`src/rtl/bram_port_arbiter_pkg.sv`:
```
// Shared types and defaults for the three-requester BRAM port arbiter.
package bram_arb_pkg;

  localparam int          STARVE_LIMIT_DEF = 15;
  localparam logic [15:0] WE_MASK_DEF      = 16'h00ff;

  typedef enum logic {
    IDLE,
    CBURST
  } state_e;

  typedef enum logic [1:0] {
    REQ_C,
    REQ_W,
    REQ_F,
    REQ_NONE
  } req_id_e;

  // Tag carried alongside each BRAM read until its data is valid.
  typedef struct packed {
    logic    valid;
    req_id_e id;
    logic    last;
  } rd_tag_t;

  localparam rd_tag_t RD_TAG_IDLE = '{valid: 1'b0, id: REQ_NONE, last: 1'b0};

endpackage

```
`src/rtl/bram_port_arbiter_if.sv`:
```
// Requester handshakes plus the shared BRAM port, seen from the arbiter (slave)
// and from the requesters/BRAM side (master).
interface bram_port_arbiter_if #(
  parameter int ADDR_W = 32
);
  logic              c_req;
  logic [ADDR_W-1:0] c_addr;
  logic [7:0]        c_len;
  logic              c_gnt;
  logic              c_rvalid;
  logic              c_done;

  logic              w_req;
  logic [ADDR_W-1:0] w_addr;
  logic [127:0]      w_wdata;
  logic              w_gnt;

  logic              f_req;
  logic [ADDR_W-1:0] f_addr;
  logic              f_gnt;
  logic              f_rvalid;

  logic [ADDR_W-1:0] bram_addr;
  logic              bram_en;
  logic [15:0]       bram_we;
  logic [127:0]      bram_wdata;
  logic              busy;

  modport slave (
    input  c_req, c_addr, c_len, w_req, w_addr, w_wdata, f_req, f_addr,
    output c_gnt, c_rvalid, c_done, w_gnt, f_gnt, f_rvalid,
           bram_addr, bram_en, bram_we, bram_wdata, busy
  );

  modport master (
    output c_req, c_addr, c_len, w_req, w_addr, w_wdata, f_req, f_addr,
    input  c_gnt, c_rvalid, c_done, w_gnt, f_gnt, f_rvalid,
           bram_addr, bram_en, bram_we, bram_wdata, busy
  );
endinterface

```
`src/rtl/bram_port_arbiter_rd_pipe.sv`:
```
// Two-stage read tag pipeline: stage 1 aligns with the BRAM enable cycle,
// stage 2 with the data returned one cycle later.
module bram_rd_pipe
  import bram_arb_pkg::*;
(
  input  logic    clock,
  input  logic    reset,
  input  rd_tag_t issue_i,
  output logic    c_rvalid_o,
  output logic    c_done_o,
  output logic    f_rvalid_o,
  output logic    pending_o
);

  rd_tag_t s1_q, s2_q;

  // NOTE: non-blocking assignments let s2_q take the old s1_q on the same edge.
  always_ff @(posedge clock or negedge reset) begin
    if (!reset) begin
      s1_q <= RD_TAG_IDLE;
      s2_q <= RD_TAG_IDLE;
    end else begin
      s1_q <= issue_i;
      s2_q <= s1_q;
    end
  end

  assign c_rvalid_o = s2_q.valid && (s2_q.id == REQ_C);
  assign c_done_o   = c_rvalid_o && s2_q.last;
  assign f_rvalid_o = s2_q.valid && (s2_q.id == REQ_F);
  assign pending_o  = s1_q.valid || s2_q.valid;

endmodule

```
`src/rtl/bram_port_arbiter.sv`:
```
// Arbitrates cache-refill bursts, write-backs and feeder reads onto one shared
// BRAM port, with a starvation override for the feeder.
module bram_port_arbiter
  import bram_arb_pkg::*;
#(
  parameter int          ADDR_W       = 32,
  parameter int          STARVE_LIMIT = STARVE_LIMIT_DEF,
  parameter logic [15:0] WE_MASK      = WE_MASK_DEF
) (
  input logic               clock,
  input logic               reset,
  bram_port_arbiter_if.slave bus
);

  localparam int SC_W = (STARVE_LIMIT < 1) ? 1 : $clog2(STARVE_LIMIT + 1);
  localparam logic [SC_W-1:0] STARVE_MAX = SC_W'(STARVE_LIMIT);

  state_e            state_q, state_d;
  logic [SC_W-1:0]   starve_q, starve_d;
  logic [7:0]        beats_q, beats_d;    // burst beats still to be issued
  logic              init_q;              // blocks grants in the first cycle out of reset
  logic [ADDR_W-1:0] addr_q, addr_d;
  logic              en_q, en_d;
  logic [15:0]       we_q, we_d;
  logic [127:0]      wdata_q, wdata_d;
  req_id_e           sel;
  rd_tag_t           issue;
  logic              pending;

  // NOTE: every signal gets its default first so no path can infer a latch.
  always_comb begin
    sel      = REQ_NONE;
    state_d  = state_q;
    beats_d  = beats_q;
    addr_d   = addr_q;
    en_d     = 1'b0;
    we_d     = '0;
    wdata_d  = wdata_q;
    issue    = RD_TAG_IDLE;
    starve_d = '0;

    if (state_q == IDLE && init_q) begin
      if (bus.f_req && starve_q == STARVE_MAX) sel = REQ_F;
      else if (bus.c_req)                      sel = REQ_C;
      else if (bus.w_req)                      sel = REQ_W;
      else if (bus.f_req)                      sel = REQ_F;
    end

    case (sel)
      REQ_C: begin
        state_d = CBURST;
        addr_d  = bus.c_addr;
        en_d    = 1'b1;
        beats_d = (bus.c_len == 8'd0) ? 8'd0 : bus.c_len - 8'd1;
        issue   = '{valid: 1'b1, id: REQ_C, last: (bus.c_len <= 8'd1)};
      end
      REQ_W: begin
        addr_d  = bus.w_addr;
        en_d    = 1'b1;
        we_d    = WE_MASK;
        wdata_d = bus.w_wdata;
      end
      REQ_F: begin
        addr_d = bus.f_addr;
        en_d   = 1'b1;
        issue  = '{valid: 1'b1, id: REQ_F, last: 1'b0};
      end
      default: ;
    endcase

    // The burst keeps the port until its last beat has had its BRAM cycle.
    if (state_q == CBURST) begin
      if (beats_q != 8'd0) begin
        addr_d  = addr_q + ADDR_W'(1);
        en_d    = 1'b1;
        beats_d = beats_q - 8'd1;
        issue   = '{valid: 1'b1, id: REQ_C, last: (beats_q == 8'd1)};
      end else begin
        state_d = IDLE;
      end
    end

    if (bus.f_req && sel != REQ_F) begin
      starve_d = (starve_q == STARVE_MAX) ? starve_q : starve_q + SC_W'(1);
    end
  end

  // NOTE: the data registers are reset too, since every output must read 0 in reset.
  always_ff @(posedge clock or negedge reset) begin
    if (!reset) begin
      state_q  <= IDLE;
      starve_q <= '0;
      beats_q  <= '0;
      init_q   <= 1'b0;
      addr_q   <= '0;
      en_q     <= 1'b0;
      we_q     <= '0;
      wdata_q  <= '0;
    end else begin
      state_q  <= state_d;
      starve_q <= starve_d;
      beats_q  <= beats_d;
      init_q   <= 1'b1;
      addr_q   <= addr_d;
      en_q     <= en_d;
      we_q     <= we_d;
      wdata_q  <= wdata_d;
    end
  end

  bram_rd_pipe u_rd_pipe (
    .clock      (clock),
    .reset      (reset),
    .issue_i    (issue),
    .c_rvalid_o (bus.c_rvalid),
    .c_done_o   (bus.c_done),
    .f_rvalid_o (bus.f_rvalid),
    .pending_o  (pending)
  );

  assign bus.c_gnt      = (sel == REQ_C);
  assign bus.w_gnt      = (sel == REQ_W);
  assign bus.f_gnt      = (sel == REQ_F);
  assign bus.bram_addr  = addr_q;
  assign bus.bram_en    = en_q;
  assign bus.bram_we    = we_q;
  assign bus.bram_wdata = wdata_q;
  assign bus.busy       = (state_q == CBURST) || pending;

endmodule

```
`src/flat_wrapper.sv`:
```
// flat-port wrapper written by rule: the top's interface ports become plain ports
module bram_port_arbiter_flat import bram_arb_pkg::*;
#(
  parameter int          ADDR_W       = 32,
  parameter int          STARVE_LIMIT = STARVE_LIMIT_DEF,
  parameter logic [15:0] WE_MASK      = WE_MASK_DEF
)
  (clock, reset, bus_c_req, bus_c_addr, bus_c_len, bus_w_req, bus_w_addr, bus_w_wdata, bus_f_req, bus_f_addr, bus_c_gnt, bus_c_rvalid, bus_c_done, bus_w_gnt, bus_f_gnt, bus_f_rvalid, bus_bram_addr, bus_bram_en, bus_bram_we, bus_bram_wdata, bus_busy);
  bram_port_arbiter_if #(.ADDR_W(ADDR_W)) bus_i ();
  input logic clock;
  input logic reset;
  input wire logic [$bits(bus_i.c_req)-1:0] bus_c_req;
  input wire logic [$bits(bus_i.c_addr)-1:0] bus_c_addr;
  input wire logic [$bits(bus_i.c_len)-1:0] bus_c_len;
  input wire logic [$bits(bus_i.w_req)-1:0] bus_w_req;
  input wire logic [$bits(bus_i.w_addr)-1:0] bus_w_addr;
  input wire logic [$bits(bus_i.w_wdata)-1:0] bus_w_wdata;
  input wire logic [$bits(bus_i.f_req)-1:0] bus_f_req;
  input wire logic [$bits(bus_i.f_addr)-1:0] bus_f_addr;
  output wire logic [$bits(bus_i.c_gnt)-1:0] bus_c_gnt;
  output wire logic [$bits(bus_i.c_rvalid)-1:0] bus_c_rvalid;
  output wire logic [$bits(bus_i.c_done)-1:0] bus_c_done;
  output wire logic [$bits(bus_i.w_gnt)-1:0] bus_w_gnt;
  output wire logic [$bits(bus_i.f_gnt)-1:0] bus_f_gnt;
  output wire logic [$bits(bus_i.f_rvalid)-1:0] bus_f_rvalid;
  output wire logic [$bits(bus_i.bram_addr)-1:0] bus_bram_addr;
  output wire logic [$bits(bus_i.bram_en)-1:0] bus_bram_en;
  output wire logic [$bits(bus_i.bram_we)-1:0] bus_bram_we;
  output wire logic [$bits(bus_i.bram_wdata)-1:0] bus_bram_wdata;
  output wire logic [$bits(bus_i.busy)-1:0] bus_busy;
  assign bus_i.c_req = bus_c_req;
  assign bus_i.c_addr = bus_c_addr;
  assign bus_i.c_len = bus_c_len;
  assign bus_i.w_req = bus_w_req;
  assign bus_i.w_addr = bus_w_addr;
  assign bus_i.w_wdata = bus_w_wdata;
  assign bus_i.f_req = bus_f_req;
  assign bus_i.f_addr = bus_f_addr;
  assign bus_c_gnt = bus_i.c_gnt;
  assign bus_c_rvalid = bus_i.c_rvalid;
  assign bus_c_done = bus_i.c_done;
  assign bus_w_gnt = bus_i.w_gnt;
  assign bus_f_gnt = bus_i.f_gnt;
  assign bus_f_rvalid = bus_i.f_rvalid;
  assign bus_bram_addr = bus_i.bram_addr;
  assign bus_bram_en = bus_i.bram_en;
  assign bus_bram_we = bus_i.bram_we;
  assign bus_bram_wdata = bus_i.bram_wdata;
  assign bus_busy = bus_i.busy;
  bram_port_arbiter #(.ADDR_W(ADDR_W), .STARVE_LIMIT(STARVE_LIMIT), .WE_MASK(WE_MASK)) u_core (.clock(clock), .reset(reset), .bus(bus_i));
endmodule
```
`config.mk`:
```
export PLATFORM = sky130hd
export DESIGN_NAME = bram_port_arbiter_flat
export DESIGN_NICKNAME = d
export VERILOG_FILES = /design/src/rtl/bram_port_arbiter_pkg.sv /design/src/rtl/bram_port_arbiter_if.sv /design/src/rtl/bram_port_arbiter_rd_pipe.sv /design/src/rtl/bram_port_arbiter.sv /design/src/flat_wrapper.sv
export SDC_FILE = /design/constraint.sdc
export NUM_CORES = 1
export LEC_CHECK = 0
export CORE_AREA = 4 4 162 164
export DETAILED_ROUTE_END_ITERATION = 8
export DIE_AREA = 0 0 166 168
export GPL_ROUTABILITY_DRIVEN = 0
export PLACE_DENSITY = 0.73
export SLEW_MARGIN = 40
export SYNTH_ARGS = -nofsm -noshare
export SYNTH_HDL_FRONTEND = slang
export SYNTH_SLANG_ARGS = --single-unit
```
`constraint.sdc`:
```
create_clock -name clock -period 2.71 [get_ports clock]
set_clock_uncertainty 0.2 [all_clocks]
set_input_delay 0.813 -clock clock [delete_from_list [all_inputs] [get_ports clock]]
set_output_delay 0.813 -clock clock [all_outputs]
set_load 0.05 [all_outputs]
```
Word level (Yosys, flattened, before mapping) --
Cells that the tools add are included.
Word-level totals: memory bits (writable) 0, ROM bits 0, word-level logic and storage cells 64, bits in registers 191, latch bits 0, memories kept 0, output and inout port bits 184, input port bits 237
Cells by class: muxes and demuxes 24, bitwise operators 1, $add $sub $neg 4, multiply operators 0, equal/unequal tests 7, divide/modulo/power cells 0, shift operators 0, reductions and logical operators 13, magnitude comparators 1
Operators by type and width (number):
- 32-bit one-hot mux with 3 select lines | 1
- 32-bit two-way mux | 2
- 8-bit two-way mux | 5
- 32-bit by 1-bit adder with 32-bit output (second input constant) | 1
- 4-bit two-way mux | 4
- 8-bit by 1-bit subtractor with 8-bit output (second input constant) | 2
- 8-bit by 1-bit equality test with 1-bit output (second input constant) | 1
- 8-bit by 1-bit less-or-equal comparator with 1-bit output (second input constant) | 1
- 8-bit zero test | 1
- 2-bit two-way mux | 4
- 4-bit one-hot mux with 2 select lines | 1
- 8-bit nonzero test | 1
- 1-bit two-way mux | 7
- 1-bit logical AND | 6
- 4-bit by 1-bit adder with 4-bit output (second input constant) | 1
- 2-bit equality test (second input constant) | 2
- 4-bit equality test (second input constant) | 1
- 2-bit zero test | 2
- 2-bit inequality test (second input constant) | 2
- 3-bit OR reduction | 1
- 2-bit by 1-bit equality test with 1-bit output (second input constant) | 1
- 1-bit logical OR | 2
- 1-bit NOT | 1

Longest topological paths before layout --
Gate-level depths: netlist of the first run.
word-level depth 10, mapped depth 11, gate-level depth less buffers 8

Cells and area by module --
From an unflattened synthesis of the first run, not the netlist that was laid out.
Second synthesis, totals: cell total of the unflattened synthesis 961, area, all modules 8607.0 sq um
Modules (own cells, without submodules):
- bram_port_arbiter | instances 1, area an instance 8365.5 sq um, cells each 949, seq. area each 4404.2 sq um
- bram_rd_pipe | instances 1, area an instance 241.5 sq um, cells each 12, seq. area each 205.2 sq um

Least setup slack after synthesis of the first run --
No wires, ideal clock.
path type reg-to-output, start register u_core.u_rd_pipe.s2_q[2] (netlist bit), end output bus_c_done, slack -0.419 ns, data required time 1.697 ns, buffers on the path 0, stages on the path, launching flop included 3, arrival time 2.116 ns, path through dfstp_2 > nor3b_1 > and2_1
On the way: word-level cells in the longest chain between the ends 3
RTL lines:
- start, declared | line bram_port_arbiter_rd_pipe.sv:15 | rd_tag_t s1_q, s2_q;
- start signal, assigned | line bram_port_arbiter_rd_pipe.sv:24 | s2_q <= s1_q;
- 2-bit zero test | line bram_port_arbiter_rd_pipe.sv:28 | assign c_rvalid_o = s2_q.valid && (s2_q.id == REQ_C);
- 1-bit logical AND | line bram_port_arbiter_rd_pipe.sv:28
- named net bus_c_rvalid | line flat_wrapper.sv:21 | output wire logic [$bits(bus_i.c_rvalid)-1:0] bus_c_rvalid;
- 1-bit logical AND | line bram_port_arbiter_rd_pipe.sv:29 | assign c_done_o = c_rvalid_o && s2_q.last;
- end, declared | line flat_wrapper.sv:22 | output wire logic [$bits(bus_i.c_done)-1:0] bus_c_done;
The timed path passes the listed nets, and every way through them passes these cells.

Worst setup path after layout of the first run --
start register u_core.starve_q[1], end output bus_f_gnt
On the way: word-level cells in the longest chain between the ends 5
RTL lines:
- start, declared | line bram_port_arbiter.sv:19 | logic [SC_W-1:0] starve_q, starve_d;
- start signal, assigned | line bram_port_arbiter.sv:101 | starve_q <= starve_d;
- 4-bit equality test | line bram_port_arbiter.sv:43 | if (bus.f_req && starve_q == STARVE_MAX) sel = REQ_F;
- 1-bit logical AND | line bram_port_arbiter.sv:43
- 2-bit two-way mux | line bram_port_arbiter.sv:43
- 2-bit two-way mux | line bram_port_arbiter.sv:42 | if (state_q == IDLE && init_q) begin
- 2-bit equality test | line bram_port_arbiter.sv:123 | assign bus.f_gnt = (sel == REQ_F);
- end, declared | line flat_wrapper.sv:24 | output wire logic [$bits(bus_i.f_gnt)-1:0] bus_f_gnt;
Every way passes these cells.

==> results.yml, run 1 <==
timing:
  tightest_slew_ns: 0.606
  hold_slack_ns: 0.124
  min_period_over_period_pct: 99.2
  fin_crit_ns: 2.69
  tns_ns: 0
  maxSlewViolCount: 0
  hold_viol_final: 0
  setup_slack_ns: 0.0219
  fmax_ghz: 0.372
  max-slew-margin-rel_pct: 59.3
  setup-violations-final: 0
  grt_setup_unrepaired: "yes"
placement:
  port_buffers: 412
  placed_area_mm2: 0.0134
  dp_cells: 1729
  hpwl_um: 23200
  pre_cts_ws_ns: -0.270
critical_path:
  rr_startpoint: "u_core.beats_q[0]"
  start_kind: "flop"
  cp_slowest_stage_delay_ns: 0.43
  path_class: "flop to output port"
  timing.rr.end: "u_core.bus.bram_addr[16]"
  worst-endpoint-required_ns: 1.70
  r2r_setup_slack_ns: 0.11
  startpoint: "u_core.starve_q[1]"
  cp_cell_sequence: "ha_4, and3_4, o211ai_1, inv_1, buf_6"
  endpoint_kind: "output port"
  worstSetupEndpoint: "bus_f_gnt"
  cpLargestDelayFamily: "flip-flops"
  worst-path-buf-inv: 2
  crit_slowest_cell: "dfrtp_1"
  crit_fanout: 4
  rr_worst_depth: 8
  worstPathArrival_ns: 1.68
  cp.depth: 5
yosys:
  synth_area_mm2: 0.00858
  yosysSeqAreaShare_pct: 53.7
  syn-mean-instance-area_um2: 8.78
  synth-edff-count: 0
  ys_async_sr_fraction_pct: 100
  ys_ff_latch: 184
  synth_cell_types: 70
  syn_inst: 978
  ys.flop_type: "dfrtp_1"
  synth_warnings: 0
clocking:
  clkSlewWorstSetupHoldPaths_ns: 0.08
  cts_made_buffers: 17
  clockRootBuffer: "clkbuf_16"
  clk_latency_ns: 0.42
  htreeDepth: 4
  cts_tree: "yes"
  clock_path_buffers: 2
  clock-sinks: 184
detailed_routing:
  dr_total_vias: 8707
  first_pass_iters: 7
  wirelength_um: 30500
  first_iter_violations: 641
  route.detailed.drc: 0
  ant_nets: 0
  via_per_inst: 4.92
  post_drt_wl_per_cell_um: 17.2
cells_and_area:
  final_core_util_pct: 56.6
  area_delta_synth_final_pct: 64.1
  nNetsFinal: 1668
  final_layout_size_suffix_gt1_share_pct: 12.2
  design_area_mm2: 0.0141
  fillers: 2162
  instances_no_fill: 1769
global_routing:
  grt_usage_pct: 20.9
  grt_max_degree: 111
  antenna_found_initial: 1
  grt_pass1_wl_um: 47300
  grt_pass1_vias: 8600
  gr-total-overflow: 0
die:
  dieArea_mm2: 0.0279
  start_util_pct: 34.5
  die_w_um: 166
  ios: 421
  rows: 58
  die_h_um: 168
  core_area_mm2: 0.0249
power_and_ir_drop:
  p_total_mw: 5.77
  power_density_mw_per_mm2: 409
  vdd_drop_max_uv: 461
  leakage_nw: 6.73
job:
  maxCapViolations: 0
min_path:
  hp-class: "input pin to async pin"
outcome:
  run_status: "complete, no violations"
==> layer usage <==
metal / global-route usage, % / wire [um]
met1: 26.2 / 12300
met2: 35.7 / 15300
met3: 4.74 / 2060
met4: 7.75 / 906
met5: 0 / 0
==> how the worst min path moves through the flow <==
stage / endpoint / cells after the start / slack [ns]
after floorplan: u_core.u_rd_pipe.s2_q[0] / 0 / 0.13
after global placement: u_core.u_rd_pipe.s2_q[0] / 0 / 0.14
after detailed placement: u_core.u_rd_pipe.s2_q[0] / 0 / 0.14
after CTS: u_core.bus.bram_wdata[80] / 1 / 0.12
after global routing: u_core.beats_q[3] / 1 / 0.13
final: u_core.beats_q[3] / 1 / 0.12
==> Yosys cell counts (3+ instances only) <==
cell | number | share of area (%)
and3_1 | 7 | 0.51
nor4_1 | 9 | 0.66
dfrtp_1 | 180 | 52
a31oi_1 | 3 | 0.22
buf_6 | 3 | 0.39
mux2i_1 | 8 | 0.93
ha_1 | 6 | 0.87
a21oi_1 | 41 | 2.4
a211oi_1 | 12 | 1.0
nand3_1 | 16 | 0.93
o31ai_1 | 6 | 0.52
xor2_1 | 5 | 0.51
or4_1 | 4 | 0.35
nor2b_1 | 3 | 0.22
and2_1 | 4 | 0.29
o2bb2ai_1 | 9 | 0.92
a21o_1 | 4 | 0.35
nand2_1 | 423 | 18
o41ai_1 | 4 | 0.41
nor3b_1 | 5 | 0.44
buf_2 | 5 | 0.29
clkbuf_1 | 42 | 1.8
xnor2_1 | 6 | 0.61
and4_1 | 4 | 0.41
o21ai_0 | 6 | 0.35
a311oi_1 | 10 | 1.0
mux2_2 | 8 | 1.0
inv_1 | 12 | 0.52
nor2_1 | 28 | 1.2
dfstp_2 | 4 | 1.2
o22ai_1 | 10 | 0.73
nand4_1 | 9 | 0.66
nor3_1 | 20 | 1.2
buf_4 | 17 | 1.5
or3_1 | 3 | 0.22
==> layout make-up <==
class	count	area [um2]	area share, %
Timing Repair Buffer	491	4760	33.8
Sequential cell	184	4610	32.7
Multi-Input combinational cell	718	3660	26.0
Clock buffer	18	439	3.12
Tap cell	330	413	2.93
Clock inverter	14	155	1.10
Inverter	13	51.3	0.364
Antenna cell	1	2.50	0.0178
==> registers in the layout, indices dropped and copies added (netlist names) <==
| signal | cells |
|---|---|
| u_core.starve_q | 4 |
| u_core.bus.bram_en | 1 |
| u_core.beats_q | 8 |
| u_core.u_rd_pipe.s1_q | 4 |
| u_core.init_q | 1 |
| u_core.u_rd_pipe.s2_q | 4 |
| u_core.bus.bram_wdata | 128 |
| u_core.bus.bram_addr | 32 |
| u_core.bus.bram_we | 1 |
| u_core.state_q | 1 |
==> layout by cell type (no fill, tap or decap), types with 5 or more instances in the layout <==
cell type,count
a211oi_1,12
a21oi_1,41
a311oi_1,10
and3_1,6
buf_12,9
buf_4,95
clkbuf_16,17
clkdlybuf4s50_1,362
conb_1,9
dfrtp_1,179
dlygate4sd2_1,16
dlymetal6s2s_1,6
ha_1,5
inv_1,10
inv_8,5
mux2_2,8
mux2i_1,8
nand2_1,423
nand3_1,14
nand4_1,9
nor2_1,28
nor3_1,20
nor4_1,9
o21ai_0,6
o22ai_1,10
o2bb2ai_1,9
o31ai_1,6
xnor2_1,6
xor2_1,5
==> power breakdown <==
| part | switching, mW | internal (mW) | total, mW |
|---|---|---|---|
| Sequential | 0.00524 | 2.75 | 2.75 |
| Clock | 1.24 | 1.26 | 2.50 |
| Combinational | 0.168 | 0.342 | 0.510 |
| Total | 1.41 | 4.35 | 5.77 |
==> logic make-up (layout without fill, tap and decap cells) <==
kind of cell	Yosys count	in the layout	share of synthesized area [%]
adder cells (fa/ha/maj)	6	6	0.874
multiplexers	16	16	1.98
XOR/XNOR	11	11	1.12
AO/OA/AOI/OAI	129	129	10.7
AND/OR/NAND/NOR	547	547	26.8
buffers and inverters	83	536	4.72
flip-flops	184	184	53.7
other	2	10	0.0875
==> what timing repair did <==
item | 4_1_cts | 5_1_grt
hold buffers | 0 | 0
setup endpoints to repair | 17 | 18
pin swaps | 3 | 4
gates resized for setup | 24 | 12
endpoints found under the hold margin | 0 | 0
buffers inserted | 3 | 4
No activity file was read; power rests on OpenSTA's default activity.
==> run 2: changes to the inputs <==
--- a/config.mk
+++ b/config.mk
@@ -5,11 +5,12 @@
 export SDC_FILE = /design/constraint.sdc
 export NUM_CORES = 1
 export LEC_CHECK = 0
-export CORE_AREA = 4 4 162 164
+export CORE_AREA = 4 4 160 162
+export CTS_BUF_LIST = sky130_fd_sc_hd__clkbuf_4 sky130_fd_sc_hd__clkbuf_8
 export DETAILED_ROUTE_END_ITERATION = 8
-export DIE_AREA = 0 0 166 168
+export DIE_AREA = 0 0 164 166
 export GPL_ROUTABILITY_DRIVEN = 0
-export PLACE_DENSITY = 0.73
+export PLACE_DENSITY = 0.75
 export SLEW_MARGIN = 40
 export SYNTH_ARGS = -nofsm -noshare
 export SYNTH_HDL_FRONTEND = slang
==> run 2 against run 1 <==
The flow now finishes with violations (setup timing). Critical endpoint unchanged. Core utilization grew 1.7 points. Routed wire length increased by 3.0%. Total power down 12%. Largest power group unchanged. Clock-buffer cell count stayed put. Worst hold slack better by 0.018 ns. Via count is essentially flat. Maximum frequency decreased by 1.2%. Sequential share of layout area increased by 0.061 points.
==> results.yml, run 2 (synthesized netlist as in run 1, its figures left out) <==
clocking:
  clock_path_buffers: 2
  cts_made_buffers: 17
  htreeDepth: 4
  clk_latency_ns: 0.45
  clockRootBuffer: "clkbuf_8"
  clock-sinks: 184
  cts-hold-fix-buffers: 0
  clkSlewWorstSetupHoldPaths_ns: 0.10
  cts_tree: "yes"
power_and_ir_drop:
  leakage_nw: 8.21
  power_density_mw_per_mm2: 360
  vdd_drop_max_uv: 316
critical_path:
  crit_fanout: 6
  rr_worst_depth: 9
  r2r_setup_slack_ns: 0.13
  rr_startpoint: "u_core.beats_q[0]"
  worst-endpoint-required_ns: 1.70
  endpoint_kind: "output port"
  start_kind: "input pin"
  path_class: "input pin to output port"
  worstPathArrival_ns: 1.71
  timing.rr.end: "u_core.bus.bram_addr[17]"
die:
  start_util_pct: 35.6
  core_area_mm2: 0.0241
  rows: 57
  dieArea_mm2: 0.0272
  ios: 421
  die_h_um: 166
  die_w_um: 164
timing:
  setup-violations-final: 1
  max-slew-margin-rel_pct: 59.7
  min_period_over_period_pct: 100
  fmax_ghz: 0.368
  hold_slack_ns: 0.142
  grt_setup_unrepaired: "yes"
  maxSlewViolCount: 0
  fin_crit_ns: 2.72
  hold_viol_final: 0
  tightest_slew_ns: 0.599
  setup_slack_ns: -0.0102
placement:
  placed_area_mm2: 0.0134
  hpwl_um: 24100
  dp_cells: 1723
  port_buffers: 412
  pre_cts_ws_ns: -0.283
outcome:
  violations: "setup timing"
  run_status: "finished, violations left"
global_routing:
  grt_usage_pct: 22.2
  grt_pass1_vias: 8641
  gr-total-overflow: 0
  grt_pass1_wl_um: 47900
  antenna_found_initial: 3
  grt_max_degree: 114
cells_and_area:
  instances_no_fill: 1762
  layout_common_cells: "nand2_1, clkdlybuf4s50_1, dfrtp_1, dlymetal6s2s_1, buf_4"
  area_delta_synth_final_pct: 63.8
  final_common_cell: "nand2_1"
  final_core_util_pct: 58.3
  largest_reg_flops: 128
  final_layout_size_suffix_gt1_share_pct: 11.2
  nNetsFinal: 1668
  design_area_mm2: 0.0141
detailed_routing:
  post_drt_wl_per_cell_um: 17.8
  via_per_inst: 4.94
  wirelength_um: 31400
  first_iter_violations: 669
  route.detailed.drc: 0
  ant_nets: 0
  dr_total_vias: 8700
  first_pass_iters: 4
min_path:
  hp-class: "input pin to async pin"
job:
  maxCapViolations: 0
==> run 2: cell types whose count changed in the layout (fill, tap and decap cells not counted), sizes merged <==
cell           change
buf               -10
clkbuf             -2
clkdlybuf4s50     -95
clkinv             -2
dlygate4sd2       +28
dlymetal6s2s      +79
inv                +1
==> run 2: worst max-delay path, cell delays in order <==
cell,delay (ns)
dlygate4sd2_1,0.36
nor2_1,0.09
o211ai_1,0.19
inv_1,0.09
buf_6,0.16
==> run 2: layout make-up <==
class	count	area [um2]
repair buffers	491	4970
flip-flops and latches	184	4610
diodes	1	2.50
clock buffers	18	241
fillers	2096	10000
clock inverters	13	131
multi-input cells	718	3650
inverters	13	51.3
well taps	324	405
==> run 2: worst max path at each step <==
| stage | startpoint | endpoint | slack, ns | depth (start not counted) |
|---|---|---|---|---|
| after floorplan | u_core.u_rd_pipe.s2_q[2] | bus_c_done | 0.12 | 2 |
| after detailed placement | bus_c_req | u_core.bus.bram_addr[16] | -0.28 | 8 |
| after global placement | bus_c_req | u_core.bus.bram_addr[10] | -0.25 | 7 |
| final | bus_c_req | bus_f_gnt | -0.01 | 5 |
| after global routing | u_core.starve_q[1] | bus_f_gnt | -0.09 | 5 |
| after CTS | u_core.starve_q[0] | bus_f_gnt | -0.03 | 5 |
==> run 2: what timing repair did <==
item / 4_1_cts / 5_1_grt
pin swaps: 3 / 4
setup endpoints to repair: 44 / 108
buffers inserted: 3 / 4
resized for setup: 52 / 88
cloned: 0 / 0
hold endpoints to repair: 0 / 0
==> run 2: where the power goes <==
| part | internal (mW) | switching (mW) |
|---|---|---|
| registers | 2.75 | 0.00476 |
| clock network | 0.690 | 1.11 |
| logic | 0.346 | 0.171 |
| total | 3.78 | 1.28 |
==> run 2: layer usage <==
metal / share of wire, % / routed length, um / track usage (%) / vias to the layer above
li1: - / - / - / 4143
met1: 39 / 12100 / 27.0 / 4121
met2: 50 / 15700 / 37.8 / 368
met3: 7.8 / 2450 / 5.36 / 64
met4: 3.5 / 1090 / 9.08 / 4
met5: 0.083 / 26 / 0 / -
==> run 2: through the flow <==
stage / total power [mW] / TNS, ns
6_report: 5.07 / -0.0102
5_1_grt: 5.29 / -0.261
4_1_cts: 5.12 / -0.0269
3_5_place_dp: 3.32 / -13.00
3_3_place_gp: 3.31 / -9.38
2_1_floorplan: 2.87 / 0
